<file path="config.mk">
export PLATFORM = sky130hd
export DESIGN_NAME = ps2_dev_tx_multi
export DESIGN_NICKNAME = d
export VERILOG_FILES = /design/src/rtl/ps2_dev_tx_multi.sv
export SDC_FILE = /design/constraint.sdc
export NUM_CORES = 1
export LEC_CHECK = 0
export ABC_CLOCK_PERIOD_IN_PS = 4050
export CAP_MARGIN = 0
export CORE_ASPECT_RATIO = 0.75
export CORE_MARGIN = 2
export CORE_UTILIZATION = 62
export CTS_BUF_LIST = sky130_fd_sc_hd__clkbuf_4 sky130_fd_sc_hd__clkbuf_8
export DETAILED_ROUTE_END_ITERATION = 7
export DONT_BUFFER_PORTS = 1
export PLACE_DENSITY = 0.86
export REMOVE_ABC_BUFFERS = 1
export SYNTH_ARGS = -nofsm -noshare
export SYNTH_HDL_FRONTEND = slang
export SYNTH_SLANG_ARGS = --single-unit
</file>
<file path="constraint.sdc">
create_clock -name clk_sys -period 4.05 [get_ports clk_sys]
set_input_delay 0 -clock clk_sys [delete_from_list [all_inputs] [get_ports clk_sys]]
set_output_delay 0 -clock clk_sys [all_outputs]
set_load 0.01 [all_outputs]
</file>
<file path="src/rtl/ps2_dev_tx_multi.sv">
// N-channel PS/2 device-side transmitter: per-channel byte FIFO and 11-bit frame serializer,
// all channels paced by one shared PS/2 clock divider.
// Optional feature macro: PS2_HOST_INHIBIT_EN (host clock-inhibit sensing with frame abort/retry).
module ps2_dev_tx_multi #(
  parameter int unsigned CHANNELS  = 2,
  parameter int unsigned FIFO_BITS = 3,
  parameter int unsigned PS2DIV    = 1000
) (
  input  logic                              clk_sys,
  input  logic                              reset_n,
  input  logic [CHANNELS-1:0]               wr_en,
  input  logic [8*CHANNELS-1:0]             wr_data,
  input  logic [CHANNELS-1:0]               ovf_clr,
  input  logic [CHANNELS-1:0]               ps2_clk_in,
  output logic [CHANNELS-1:0]               ps2_clk,
  output logic [CHANNELS-1:0]               ps2_data,
  output logic [(FIFO_BITS+1)*CHANNELS-1:0] fifo_level,
  output logic [CHANNELS-1:0]               fifo_full,
  output logic [CHANNELS-1:0]               overflow
);

  localparam int unsigned Depth = 2 ** FIFO_BITS;
  localparam int unsigned CntW  = (PS2DIV > 1) ? $clog2(PS2DIV) : 1;
  localparam logic [CntW-1:0]    CntMax    = CntW'(PS2DIV - 1);
  localparam logic [FIFO_BITS:0] LevelFull = (FIFO_BITS + 1)'(Depth);

  typedef enum logic [1:0] {StIdle, StShift, StParity, StStop} state_e;

  logic [CntW-1:0] cnt_q;
  logic            clk_ps2_q;
  logic            tick;

  // Tick marks the cycle whose closing edge raises clk_ps2; serializers update on that edge.
  assign tick = (cnt_q == CntMax) && !clk_ps2_q;

  // Shared PS/2 clock divider
  always_ff @(posedge clk_sys) begin
    if (!reset_n) begin
      cnt_q     <= '0;
      clk_ps2_q <= 1'b0;
    end else if (cnt_q == CntMax) begin
      cnt_q     <= '0;
      clk_ps2_q <= ~clk_ps2_q;
    end else begin
      cnt_q <= cnt_q + 1'b1;
    end
  end

`ifdef PS2_HOST_INHIBIT_EN
`else
  logic unused_ps2_clk_in;
  assign unused_ps2_clk_in = ^ps2_clk_in;
`endif

  for (genvar c = 0; c < CHANNELS; c++) begin : g_ch
    logic [7:0]           mem_q [Depth];
    logic [FIFO_BITS-1:0] wptr_q, rptr_q;
    logic [FIFO_BITS:0]   level_q;
    logic                 ovf_q;
    state_e               state_q, state_d;
    logic [7:0]           shreg_q;
    logic [2:0]           bit_q;
    logic                 parity_q, data_q, gate_q;
    logic                 full, push, pop, load;
    logic                 inhibit, abort;

`ifdef PS2_HOST_INHIBIT_EN
    logic [1:0] sync_q;

    // Two-flop synchronizer on the host clock sense line
    always_ff @(posedge clk_sys) begin
      if (!reset_n) sync_q <= 2'b11;
      else          sync_q <= {sync_q[0], ps2_clk_in[c]};
    end

    assign inhibit = !sync_q[1];
    // Host pulls the clock low while we are driving it high mid-frame
    assign abort   = inhibit && clk_ps2_q && (state_q != StIdle);
`else
    assign inhibit = 1'b0;
    assign abort   = 1'b0;
`endif

    // Serializer state register
    always_ff @(posedge clk_sys) begin
      if (!reset_n) state_q <= StIdle;
      else          state_q <= state_d;
    end

    // Serializer next-state: advances only on tick, abort returns to idle at once
    always_comb begin
      state_d = state_q;
      if (abort) begin
        state_d = StIdle;
      end else if (tick) begin
        unique case (state_q)
          StIdle:   if (load) state_d = StShift;
          StShift:  if (bit_q == 3'd7) state_d = StParity;
          StParity: state_d = StStop;
          StStop:   state_d = StIdle;
          default:  state_d = StIdle;
        endcase
      end
    end

    // FIFO and serializer control strobes
    always_comb begin
      full = (level_q == LevelFull);
      push = wr_en[c] && !full;
      load = tick && (state_q == StIdle) && (level_q != '0) && !inhibit;
`ifdef PS2_HOST_INHIBIT_EN
      // Byte stays queued until its stop bit completes so an aborted frame can be resent
      pop  = tick && (state_q == StStop) && !abort;
`else
      pop  = load;
`endif
    end

    // FIFO storage, no reset needed
    always_ff @(posedge clk_sys) begin
      if (push) mem_q[wptr_q] <= wr_data[8*c +: 8];
    end

    // FIFO pointers, level and sticky overflow
    always_ff @(posedge clk_sys) begin
      if (!reset_n) begin
        wptr_q  <= '0;
        rptr_q  <= '0;
        level_q <= '0;
        ovf_q   <= 1'b0;
      end else begin
        if (push) wptr_q <= wptr_q + 1'b1;
        if (pop)  rptr_q <= rptr_q + 1'b1;
        if (push && !pop)      level_q <= level_q + 1'b1;
        else if (pop && !push) level_q <= level_q - 1'b1;
        // Set beats clear when both land in the same cycle
        if (wr_en[c] && full) ovf_q <= 1'b1;
        else if (ovf_clr[c])  ovf_q <= 1'b0;
      end
    end

    // Frame datapath: shift register, bit count, running parity, line drivers
    always_ff @(posedge clk_sys) begin
      if (!reset_n) begin
        shreg_q  <= '0;
        bit_q    <= '0;
        parity_q <= 1'b0;
        data_q   <= 1'b1;
        gate_q   <= 1'b1;
      end else if (abort) begin
        data_q <= 1'b1;
        gate_q <= 1'b1;
      end else if (tick) begin
        // Clock gating lags STOP->IDLE by one tick so the stop bit still gets a falling edge
        gate_q <= (state_q == StIdle) && !load;
        unique case (state_q)
          StIdle: begin
            if (load) begin
              shreg_q  <= mem_q[rptr_q];
              parity_q <= 1'b1;
              data_q   <= 1'b0;
              bit_q    <= '0;
            end
          end
          StShift: begin
            data_q   <= shreg_q[0];
            shreg_q  <= {1'b0, shreg_q[7:1]};
            parity_q <= parity_q ^ shreg_q[0];
            bit_q    <= bit_q + 1'b1;
          end
          StParity: data_q <= parity_q;
          StStop:   data_q <= 1'b1;
          default:  data_q <= 1'b1;
        endcase
      end
    end

    assign ps2_clk[c]                                 = clk_ps2_q | gate_q;
    assign ps2_data[c]                                = data_q;
    assign fifo_level[c*(FIFO_BITS+1) +: FIFO_BITS+1] = level_q;
    assign fifo_full[c]                               = full;
    assign overflow[c]                                = ovf_q;
  end

endmodule
</file>
==> reports/metrics.yaml, run 1 <==
status: "complete, no violations"
cts.sinks: 199
first_global_vias: 5161
rsz0062_at_grt: "no"
gp_congestion: 0.793
pwr-share-clk: 0.317
final_max_slew_viol_count: 0
clk_latency_ps: 490
synth_seq_cells: 199
maxCapViolCount: 0
postCtsSetupBuffers: 0
post-route-min-period_ps: 3300
cp_max_fo: 8
ys_warn_count: 0
drtIter0Drc: 454
ctsRootBufferMaster: "clkbuf_8"
die_h_um: 105
synth_top_family_by_area: "simple AND/OR/NAND/NOR gates"
die-area_um2: 14700
ant_nets: 0
syn_to_final_growth_pct: 8.00
tightest_slew_ps: 1260
power_frac_seq: 0.568
post_drt_via_cell_ratio: 6.21
synth_enable_flop_cells: 128
async_flop_share: 0
h-tree-depth: 4
synth-main-ff-cell: "edfxtp_1"
final_common_cell: "edfxtp_1"
detail_route.wl_per_cell_um: 19.7
post_synth_num_cell_types: 55
syn_avg_cell_area_um2: 13.3
skew_ps: 22.3
syn_inst: 640
whs_ps: 273
internal-power_mw: 3.03
io_buffers: 0
slew-limit-headroom: 0.157
cp-end-kind: "flop"
core_um2: 13600
power_density_nw_per_um2: 450
std_cell_rows: 37
ios: 40
ys_seq_area_frac: 0.619
fmax_mhz: 303
cts_buffers: 17
post-route-period-util: 0.816
post_cts_resized: 0
place_area_um2: 8570
synthMuxAreaShare: 0.0950
tritoncts: "built"
setup_tns_ps: 0
routed_wl_um: 16400
power_switching_mw: 1.10
worst_ir_drop_vdd_uv: 322
combPwrFrac: 0.115
hp-class: "in2reg"
final_hold_viol_count: 0
grt_max_degree: 39
power.total_mw: 4.13
cts_hold_buf: 21
critPathKind: "reg2reg"
synth-simple-area-share: 0.120
gr-usage-all-layers: 0.237
fin_area_um2: 9190
synth_top_area_cell: "edfxtp_1"
grt_pass1_wl_um: 27000
dp_hpwl_um: 10800
setup_viol: 0
p_sw_frac: 0.267
initial_utilization: 0.627
cp-start-kind: "flop"
die_width_um: 139
post_synth_fa_ha_maj_area_fraction: 0.0415
nets: 698
setup_slack_ps: 746
vias: 5185
drc_errors: 0
grt_antenna_before_repair: 0
p_leak_nw: 3.08
synth_compound_area_frac: 0.0765
synth-xor-area-share: 0.0185
path_clk_slew_ps: 100
synthTopCellsByArea: "edfxtp_1, dfxtp_1, mux4_2, mux2_2, ha_1"
arrival_ps: 3720
drtPass1Iterations: 5
required_ps: 4460
diodes: 0
cts_max_path_buffers: 2
mostFrequentLayoutCells: "edfxtp_1, dfxtp_1, nor2_1"
synth_top_area_frac: 0.452
grt-ovfl-total: 0
syn_area_um2: 8510
place_ws_ps: 813
drive_gt1_frac: 0.164
[kinds of logic (layout without fill, tap and decap cells)]
logic type / count (synthesis) / in the layout
DFF: 199 / 199
and+or+nand+nor: 195 / 195
AOI/OAI and AO/OA: 90 / 90
muxes: 57 / 57
buffers and inverters: 54 / 74
adders and majority gates: 27 / 27
xor gates and xnor gates: 18 / 18
[sequential cells by signal, summed over array words and instances, names as in the netlist, named ones only]
| register | flops |
|---|---|
| g_ch.bit_q | 6 |
| clk_ps2_q | 1 |
| g_ch.wptr_q | 6 |
| g_ch.level_q | 8 |
| g_ch.data_q | 2 |
| g_ch.gate_q | 2 |
| g_ch.state_q | 4 |
| g_ch.shreg_q | 16 |
| g_ch.mem_q | 128 |
| g_ch.rptr_q | 6 |
| g_ch.parity_q | 2 |
| g_ch.ovf_q | 2 |
| cnt_q | 10 |
[Yosys cell counts, types with 7 or more instances]
cell type  instances
mux2_2            30
nor3_1            18
o21ai_0            8
edfxtp_1         128
inv_1             15
clkbuf_1          17
mux2i_1           11
a21oi_1           28
nor2_1            67
or3_1              7
o221a_2            9
o22ai_1           16
xnor2_1           12
dfxtp_1           71
nand2b_1          14
a311oi_1           8
and2_1             7
ha_1              25
mux4_2            16
buf_4              9
nand2_1           37
buf_2              8
nand3_1           16
[path summary, 6_finish.rpt]
check	from	to	slack, ps	cells after the start
hold reg to reg	g_ch[0].bit_q[1]	g_ch[0].bit_q[1]	480	2
setup / recovery	cnt_q[0]	g_ch[0].level_q[3]	750	11
hold / removal	reset_n	flop	270	2
setup reg to reg	cnt_q[0]	g_ch[0].level_q[3]	750	11
[metal layers]
metal | global-route usage | up-vias | wire length, um
met5 | 0 | - | 0
met3 | 0.0609 | 19 | 1010
li1 | - | 2396 | -
met2 | 0.363 | 174 | 7850
met4 | 0.0945 | 0 | 234
met1 | 0.330 | 2596 | 7350
[final cells by class]
cell class | instances | area [um^2]
multi-input cells | 387 | 2990
flip-flops and latches | 199 | 5270
clock inverters | 14 | 163
inverters | 15 | 56.3
clock buffers | 18 | 241
fillers | 896 | 4380
repair buffers | 27 | 255
well taps | 175 | 219
[power groups by stage]
stage	Sequential, mW	Clock (mW)	Combinational (mW)
2_1_floorplan	2.37	0	0.330
3_3_place_gp	2.38	0	0.412
3_5_place_dp	2.39	0	0.430
4_1_cts	2.35	1.32	0.474
5_1_grt	2.36	1.40	0.519
6_report	2.35	1.31	0.475
[metrics by stage]
step / std cells / utilization
2_1_floorplan: 601 / -
3_3_place_gp: 782 / 0.632
3_5_place_dp: 782 / 0.632
4_1_cts: 835 / 0.677
5_1_grt: 835 / 0.677
6_report: 835 / 0.677
[critical path: stages, from the launching register on]
cell	delay (ps)
dfxtp_1	380
ha_1	220
nand4bb_1	460
nor3_1	570
nand4b_1	170
ha_1	230
inv_1	130
ha_1	260
a21o_1	190
a21oi_1	160
mux2i_1	240
mux2i_1	210
(Power assumes the default switching activity.)
==> inputs of run 2 (changes only) <==
ABC_CLOCK_PERIOD_IN_PS = 2800   (was 4050)
CORE_UTILIZATION = 59   (was 62)
clock period = 2.8 ns   (was 4.05 ns; I/O delays follow)
==> run 2 against run 1 <==
  * Non-clock buffer count grew 23
  * Final cell count grew 2.8%
  * Sequential power grew 41%
  * First-iteration DRC count grew 5.3%
  * Fmax grew 26%
  * Core utilization grew 0.42 points
  * Critical path depth shrank 1
  * Setup slack lost 570 ps
  * Combinational power grew 78%
  * Critical endpoint is now g_ch[1].level_q[3]
  * Largest cell class unchanged
  * Largest power group unchanged
  * Highest routed layer unchanged
==> reports/metrics.yaml, run 2 (synthesis results as in run 1) <==
status: "complete, no violations"
gr-usage-all-layers: 0.229  # -0.00862
wl_met1_um: 7150  # -2.6%
vias: 5174  # -0.21%
r2r-start: "g_ch[1].level_q[0]"
grt_antenna_before_repair: 0  # unchanged
ios: 40  # unchanged
std_cell_rows: 37  # unchanged
mostFrequentLayoutCells: "edfxtp_1, nor2_1, dfxtp_1"
initial_utilization: 0.612  # -0.0146
regMostFlops: "g_ch.mem_q"
die_h_um: 108  # +2.4%
largestRegisters: "g_ch.mem_q (128), g_ch.shreg_q (16), cnt_q (10)"
slew-limit-headroom: 0.184  # +0.0276
cp_max_fo: 4  # -4
grt_pass1_wl_um: 26400  # -2.0%
arrival_ps: 3030  # -690 ps
fillers: 959  # +7.0%
whs_ps: 111  # -161 ps
post-route-period-util: 0.937  # +0.122
ant_nets: 0  # unchanged
power.total_mw: 6.32  # +53%
die_width_um: 143  # +2.4%
cts_max_path_buffers: 2  # unchanged
nets: 721  # +3.3%
hp-class: "in2reg"
hold_path.startpoint: "reset_n"
required_ps: 3210  # -1250 ps
drtPass1Iterations: 5  # unchanged
cp-end-kind: "flop"
postCtsSetupBuffers: 0  # unchanged
ctsRootBufferMaster: "clkbuf_8"
wl_met3_um: 925  # -8.7%
final_common_cell: "edfxtp_1"
maxCapViolCount: 0  # unchanged
die-area_um2: 15400  # +4.9%
fmax_mhz: 381  # +26%
grt_max_degree: 28  # -28%
drive_gt1_frac: 0.208  # +0.0443
io_buffers: 0  # unchanged
multiInputGateArea_um2: 3010  # +0.75%
largest_register_ffs: 128  # unchanged
dp_hpwl_um: 10900  # +0.45%
crit_start: "g_ch[1].level_q[0]"
seqCellArea_um2: 5270  # about the same
cts.sinks: 199  # unchanged
first_global_vias: 5240  # +1.5%
drc_errors: 0  # unchanged
h-tree-depth: 4  # unchanged
routed_wl_um: 16500  # +0.22%
path_clk_slew_ps: 90  # about the same
core_um2: 13900  # +2.4%
highest_layer: "met4"
tightest_slew_ps: 1210  # -41.1 ps
cp-start-kind: "flop"
diodes: 0  # unchanged
fin_util: 0.681  # +0.00420
clk_latency_ps: 480  # about the same
p_leak_nw: 3.23  # +4.9%
post-route-min-period_ps: 2620  # -680 ps
tritoncts: "built"
skew_ps: 11.6  # -10.7 ps
final_hold_viol_count: 0  # unchanged
met2_length_um: 8160  # +3.9%
power_density_nw_per_um2: 668  # +49%
detail_route.wl_per_cell_um: 19.2  # -2.5%
syn_to_final_growth_pct: 11.3
post_drt_via_cell_ratio: 6.03  # -2.9%
final_max_slew_viol_count: 0  # unchanged
cts_buffers: 17  # unchanged
critPathKind: "reg2reg"
setup_viol: 0  # unchanged
grt-ovfl-total: 0  # unchanged
gp_congestion: 0.812  # +2.4%
worst_ir_drop_vdd_uv: 485  # +51%
drtIter0Drc: 478  # +5.3%
-- run 2: per-layer routing --
layer | track usage | vias up
met4 | 0.0827 | 0
met2 | 0.378 | 137
met5 | 0 | -
met1 | 0.298 | 2564
li1 | - | 2452
met3 | 0.0567 | 21
-- run 2: area by class of cell --
type / count / area share
clock buffers: 19 / 0.0270
flip-flops and latches: 199 / 0.557
multi-input cells: 387 / 0.318
repair buffers: 50 / 0.0452
clock inverters: 13 / 0.0239
well taps: 175 / 0.0231
inverters: 15 / 0.00595
-- run 2: what timing repair did --
item,in CTS,in global routing
resized for setup,0,11
hold buffers,21,0
endpoints found under the hold margin,167,0
endpoints found under the setup margin,0,2
-- run 2: worst max-delay path, stage by stage, from the launching register on --
cell and delay (ps):
dfxtp_1 320, or4b_2 720, nand2_1 120, inv_1 110
ha_2 220, inv_2 90, ha_1 230, a21o_1 180
a21oi_2 140, mux2i_1 230, mux2i_1 200
-- run 2: stage by stage --
| step | setup slack, ps | area (um^2) | TNS [ps] | instances |
|---|---|---|---|---|
| 3_5_place_dp | 64.1 | 8740 | 0 | 805 |
| 3_3_place_gp | 99.4 | 8740 | 0 | 805 |
| 5_1_grt | -0.447 | 9460 | -0.447 | 858 |
| 6_report | 175 | 9460 | 0 | 858 |
| 4_1_cts | 22.9 | 9440 | 0 | 858 |
| 2_1_floorplan | 16.6 | 8310 | 0 | 601 |
-- run 2: power breakdown --
group / switching [mW] / internal, mW / total, mW
registers: 0.0613 / 3.26 / 3.32
clock network: 0.980 / 1.18 / 2.16
logic: 0.495 / 0.349 / 0.844
total: 1.54 / 4.79 / 6.32
-- run 2: path summary, 6_finish.rpt --
path                                            to  slack [ps]  cells past startpoint
worst max-delay path            g_ch[1].level_q[3]         180                     10
worst min-delay path                      cnt_q[2]         110                      2
worst max register to register  g_ch[1].level_q[3]         180                     10
worst min register to register            cnt_q[0]         440                      1
